## src/rtl/decoder_scan.sv

```systemverilog
// Registered SEL_W-to-2^SEL_W one-hot decoder with an auto-scan mode that
// walks the asserted bit through every position, holding each for DWELL cycles.
//
//   state    | meaning
//   ---------+-----------------------------------------------------------
//   S_IDLE   | en low or after reset; out deasserted, active = 0
//   S_DIRECT | direct decode; out = onehot(cur) once a load has been taken
//   S_SCAN   | auto scan; cur advances every DWELL cycles, wraps to 0
module decoder_scan #(
  parameter int SEL_W      = 3,
  parameter int DWELL      = 4,
  parameter bit ACTIVE_LOW = 1'b0,
  localparam int OUT_W     = 1 << SEL_W
) (
  input  logic             clk,
  input  logic             reset,
  input  logic             en,
  input  logic             mode,
  input  logic             load,
  input  logic [SEL_W-1:0] sel,
  output logic [OUT_W-1:0] out,
  output logic [SEL_W-1:0] cur,
  output logic             active,
  output logic             wrap
);

  localparam int CW = (DWELL > 1) ? $clog2(DWELL) : 1;
  localparam logic [CW-1:0]    CNT_LAST = CW'(DWELL - 1);
  localparam logic [SEL_W-1:0] CUR_LAST = SEL_W'(OUT_W - 1);
  // XOR mask: applying it to a one-hot value gives the output polarity,
  // and on its own it is the idle pattern.
  localparam logic [OUT_W-1:0] IDLE_OUT = ACTIVE_LOW ? {OUT_W{1'b1}} : {OUT_W{1'b0}};

  localparam logic [1:0] S_IDLE   = 2'd0;
  localparam logic [1:0] S_DIRECT = 2'd1;
  localparam logic [1:0] S_SCAN   = 2'd2;

  logic [1:0]    state;
  logic [CW-1:0] cnt;

  function automatic logic [OUT_W-1:0] onehot(input logic [SEL_W-1:0] idx);
    return {{(OUT_W-1){1'b0}}, 1'b1} << idx;
  endfunction

  always_ff @(posedge clk) begin
    if (reset) begin
      state  <= S_IDLE;
      cur    <= '0;
      cnt    <= '0;
      active <= 1'b0;
      wrap   <= 1'b0;
      out    <= IDLE_OUT;
    end else begin
      wrap <= 1'b0;
      if (!en) begin
        state  <= S_IDLE;
        cnt    <= '0;
        active <= 1'b0;
        out    <= IDLE_OUT;
      end else if (!mode) begin
        state <= S_DIRECT;
        cnt   <= '0;
        if (load) begin
          cur    <= sel;
          active <= 1'b1;
          out    <= onehot(sel) ^ IDLE_OUT;
        end else if (state != S_DIRECT) begin
          active <= 1'b0;
          out    <= IDLE_OUT;
        end
      end else begin
        state  <= S_SCAN;
        active <= 1'b1;
        if (state != S_SCAN) begin
          cur <= '0;
          cnt <= '0;
          out <= onehot('0) ^ IDLE_OUT;
        end else if (cnt == CNT_LAST) begin
          cnt  <= '0;
          cur  <= cur + 1'b1;
          out  <= onehot(cur + 1'b1) ^ IDLE_OUT;
          wrap <= (cur == CUR_LAST);
        end else begin
          cnt <= cnt + 1'b1;
        end
      end
    end
  end

endmodule

```

## config.mk

```make
export PLATFORM = sky130hd
export DESIGN_NAME = decoder_scan
export DESIGN_NICKNAME = d
export VERILOG_FILES = /design/src/rtl/decoder_scan.sv
export SDC_FILE = /design/constraint.sdc
export NUM_CORES = 1
export LEC_CHECK = 0
export BUFFER_PORTS_ARGS = -buffer_cell sky130_fd_sc_hd__buf_4
export CORE_UTILIZATION = 40
export DETAILED_ROUTE_END_ITERATION = 10
export GPL_TIMING_DRIVEN = 0
export PLACE_DENSITY_LB_ADDON = 0.05
export SLEW_MARGIN = 20
export SYNTH_ARGS = -nofsm -noshare
export SYNTH_HDL_FRONTEND = slang
export SYNTH_SLANG_ARGS = --single-unit
export TNS_END_PERCENT = 30
```

## constraint.sdc

```tcl
create_clock -name clk -period 1.6 [get_ports clk]
set_input_delay 0.08 -clock clk [delete_from_list [all_inputs] [get_ports clk]]
set_output_delay 0.08 -clock clk [all_outputs]
set_load 0.02 [all_outputs]
```

## Yosys cells after proc, flatten, opt, wreduce, memory -nomap -nowiden

Cells that the tools add are included.
W data, S select, Z words.

| word-level totals | value |
|---|---|
| logic and storage cells | 38 |
| output and inout bits | 13 |
| input port bits | 8 |
| register bits | 17 |

| operators by class | value |
|---|---|
| multiplexer cells | 13 |
| shift-type cells | 2 |
| eq/ne operators | 5 |
| add/subtract/negate cells | 2 |
| reductions and logical operators | 7 |
| bitwise gates (word level) | 3 |

Operators with widths:

| cell | number |
|---|---|
| $mux W8 | 5 |
| $shl A1 B3 Y8 const A | 2 |
| $mux W3 | 4 |
| $reduce_or A5 Y1 | 2 |
| $add A3 B1 Y3 const B | 1 |
| $eq A3 B3 Y1 const B | 1 |
| $mux W1 | 3 |
| $ne A3 B1 Y1 const B | 1 |
| $not A1 Y1 | 3 |
| $reduce_and A3 Y1 | 1 |
| $reduce_bool A3 Y1 | 1 |
| $add A2 B1 Y2 const B | 1 |
| $eq A2 B2 Y1 const B | 1 |
| $mux W2 | 1 |
| $ne A2 B1 Y1 const B | 1 |
| $ne A2 B2 Y1 const B | 1 |
| $reduce_and A2 Y1 | 1 |
| $reduce_bool A2 Y1 | 1 |
| $reduce_or A2 Y1 | 1 |

## Logic depth before layout (Yosys ltp)

| depth | value |
|---|---|
| depth in word-level cells | 5 |
| mapped depth | 6 |
| gate-level depth less buffers | 5 |

## Worst setup path after synthesis

OpenSTA, ideal clock, no wires.

| path | value |
|---|---|
| path type | reg-to-reg |
| from | register cur[1] |
| to | register cur[2] |
| buffers on the path | 0 |
| setup slack | 0.002 ns |
| cell stages (with the launch flop) | 6 |
| setup time | 0.091 ns |
| arrival time | 1.507 ns |
| data required time | 1.509 ns |
| path through | dfxtp_1 ha_1 ha_1 nor4bb_1 a21oi_1 a311oi_1 |

| between the ends | value |
|---|---|
| word-level cells in the longest chain between the ends | 4 |

RTL lines:

| what | line | source |
|---|---|---|
| from (decl) | 22 | `output logic [SEL_W-1:0] cur,` |
| from (signal assigned) | 64 | `cur <= sel;` |
| from (signal assigned) | 80 | `cur <= cur + 1'b1;` |
| $add A3 B1 Y3 | 80 |  |
| $mux W3 | 78 | `end else if (cnt == CNT_LAST) begin` |
| $mux W3 | 74 | `if (state != S_SCAN) begin` |
| $mux W3 | 60 | `end else if (!mode) begin` |

No other way between the ends. The select of a mux whose other input is x is not followed.
A chain may end at the register's enable or synchronous reset.

## Final worst setup path

| path | value |
|---|---|
| from | register state[1] |
| to | register out[3] |

| between the ends | value |
|---|---|
| word-level cells in the longest chain between the ends | 3 |
| elaborated cells between the ends (all ways) | 7 |

RTL lines:

| what | line | source |
|---|---|---|
| from (decl) | 38 | `logic [1:0] state;` |
| from (signal assigned) | 47 | `state <= S_IDLE;` |
| from (signal assigned) | 56 | `state <= S_IDLE;` |
| from (signal assigned) | 61 | `state <= S_DIRECT;` |
| $ne A2 B2 Y1 or $ne A2 B1 Y1 (tied branches) | 74, 67 |  |
| $ne A3 B1 Y1 (no line), or another cell as far along | -- |  |
| $reduce_and A2 Y1 (no line) or $mux W8 (tied branches) | -- |  |
| to (signal assigned) | 66 | `out <= onehot(sel) ^ IDLE_OUT;` |
| to (signal assigned) | 77 | `out <= onehot('0) ^ IDLE_OUT;` |
| to (signal assigned) | 81 | `out <= onehot(cur + 1'b1) ^ IDLE_OUT;` |
| to (decl) | 21 | `output logic [OUT_W-1:0] out,` |

Several ways; a longest one is shown, not always the timed one.

==> impl_metrics.tcl <==
set metrics [dict create \
    status "finished clean" \
    crit_path_start "state[1]" \
    syn_nets 116 \
    cts.sinks 17 \
    worstSetupStartpointType "flop" \
    worst-slew-pin-transition_ps 617 \
    multi_input_area_um2 581 \
    fp-row-count 17 \
    finalHoldViolations 0 \
    syn_inst 101 \
    fmax_mhz 660 \
    grt_max_degree 11 \
    endpoint_kind "flop" \
    clk_path_buf_depth 2 \
    setup_viol 0 \
    slew_headroom 0.589 \
    p_leak_nw 0.466 \
    hold_path_class "in -> reg" \
    area_delta_synth_final_pct 27.4 \
    worstPathArrival_ps 1730 \
    die_h_um 50.9 \
    drive_above_1_share 0.344 \
    seq_area_um2 348 \
    critPathMaxFanout 7 \
    cts_made_buffers 3 \
    synth_top_area_share 0.356 \
    wl_mm 1.97 \
    clock_latency_ps 300 \
    layout_min_cycle_time_ps 1520 \
    drt_iter0_markers 9 \
    globalRoute.totalOverflow 0 \
    synth_area_leaders "dfxtp_1, a311oi_2, ha_1" \
    vdd_ir_drop_max_mv 0.593 \
    final_common_cell "buf_4" \
    slew_violations 0 \
    wl_per_cell_um 12.9 \
    synth.ff_latch_count 17 \
    final_cell_mix "buf_4, a21oi_1, dfxtp_1" \
    routed_via_density 5.45 \
    fin_cells 153 \
    die_w_um 50.9 \
    yosys_warnings 0 \
    required_ps 1820 \
    yosysSeqAreaShare 0.356 \
    antenna_found_initial 0 \
    reg2reg_from "state[1]" \
    firstDrtPassIters 4 \
    fp.dieArea_mm2 0.00259 \
    period_share 0.947 \
    drv_cap 0 \
    cts-htree-levels 1 \
    design_area_mm2 0.00122 \
    avgSynthCellArea_um2 9.45 \
    powerDensity_mw_per_mm2 695 \
    grt_pass1_wl_mm 3.45 \
    start_util 0.427 \
    grt_pass1_vias 768 \
    syn_area_um2 955 \
    diodes 0 \
    yosysTopAreaCell "dfxtp_1" \
    io_pins 21 \
    drc 0 \
    core-area_mm2 0.00223 \
    path_class "reg -> reg" \
    finClkSkew_ps 2.68 \
    placed_area_mm2 0.00113 \
    synth_cell_types 31 \
    nFillCells 225 \
    vias 834 \
    cts_tree "done" \
    final_nets 141 \
    dpl.hpwl_mm 1.53 \
    rsz0062_at_grt "no" \
    placed_cells 148 \
    hp-start "load" \
    io_buffers 19 \
    drtAntennaViolNets 0 \
    cts.clk_slew.worst_paths_ps 100 \
    cts-root-buf "clkbuf_4" \
    grtUsageTotal 0.183 \
    gp_congestion 0.810 \
]
[critical path, cell delays in order, from the launching register on]
cell	delay, ps
dfxtp_4	380
or4b_4	480
buf_6	140
and2_4	130
buf_6	130
a311oi_2	180
[power breakdown]
group / internal, mW / total, mW / switching, mW / leakage [nW]
combinational: 0.0705 / 0.157 / 0.0869 / 0.308
sequential: 0.438 / 0.451 / 0.0137 / 0.140
clock: 0.0932 / 0.237 / 0.144 / 0.0177
[layer usage]
metal / up-vias / track usage / wire (µm)
met5: - / 0 / 0
met4: 0 / 0.0972 / 44
met3: 5 / 0.0357 / 70
met2: 16 / 0.284 / 894
met1: 387 / 0.238 / 963
li1: 426 / - / -
[kinds of logic after synthesis]
kind of cell / after synthesis / synth area share
buffers and inverters: 14 / 0.0721
AOI/OAI and AO/OA: 29 / 0.249
and+or+nand+nor: 34 / 0.231
DFF: 17 / 0.356
adders and majority gates: 7 / 0.0917
[path summary, 6_finish.rpt]
kind                            endpoint  slack (ps)  cells after the start
worst max-delay path              out[3]          80                      5
worst min-delay path              active          90                      3
worst max register to register    out[3]          80                      5
worst min register to register    cnt[0]         430                      1
[flip-flops by register name (all words and copies together) (netlist names)]
name	flops
wrap	1
cur	3
active	1
cnt	2
out	8
state	2
[repair_timing]
item | CTS | global route
setup endpoints to repair | 7 | 10
resized for setup | 2 | 8
buffers inserted | 0 | 1
endpoints found under the hold margin | 3 | 0
hold buffers | 1 | 0
[stage by stage]
| step | worst slack (ps) | utilization | hold slack (ps) | TNS (ps) | power, mW |
|---|---|---|---|---|---|
| 2_1_floorplan | 1.94 | - | 152 | 0 | 0.553 |
| 3_3_place_gp | -22.9 | 0.507 | 270 | -28.9 | 0.607 |
| 3_5_place_dp | -43.6 | 0.507 | 271 | -197 | 0.609 |
| 4_1_cts | 20.7 | 0.530 | 80.0 | 0 | 0.847 |
| 5_1_grt | 5.67 | 0.545 | 84.7 | 0 | 0.905 |
| 6_report | 84.7 | 0.545 | 88.4 | 0 | 0.845 |
[final cells by class]
class                   instances  area share
plain buffers                   7      0.0350
clock buffers                   3      0.0185
clock inverters                 1     0.00412
inverters                       6      0.0185
multi-input cells              70       0.477
flip-flops and latches         17       0.286
well taps                      28      0.0288
repair buffers                 21       0.132
[Yosys cell counts (all sizes together)]
cell	n
nand2b	1
a311oi	9
nand3	4
o41ai	1
nor4	2
and3b	1
nor2	6
nor4bb	1
and4b	1
ha	7
nor2b	2
clkbuf	3
a32oi	1
nand4bb	1
nand4	2
or4b	1
inv	6
dfxtp	17
buf	5
a211o	1
nand2	2
nand4b	2
o21a	1
nand3b	6
a21oi	15
nor3	1
a211oi	1
and2	1
Note: power is estimated with default switching activity, not from simulation.
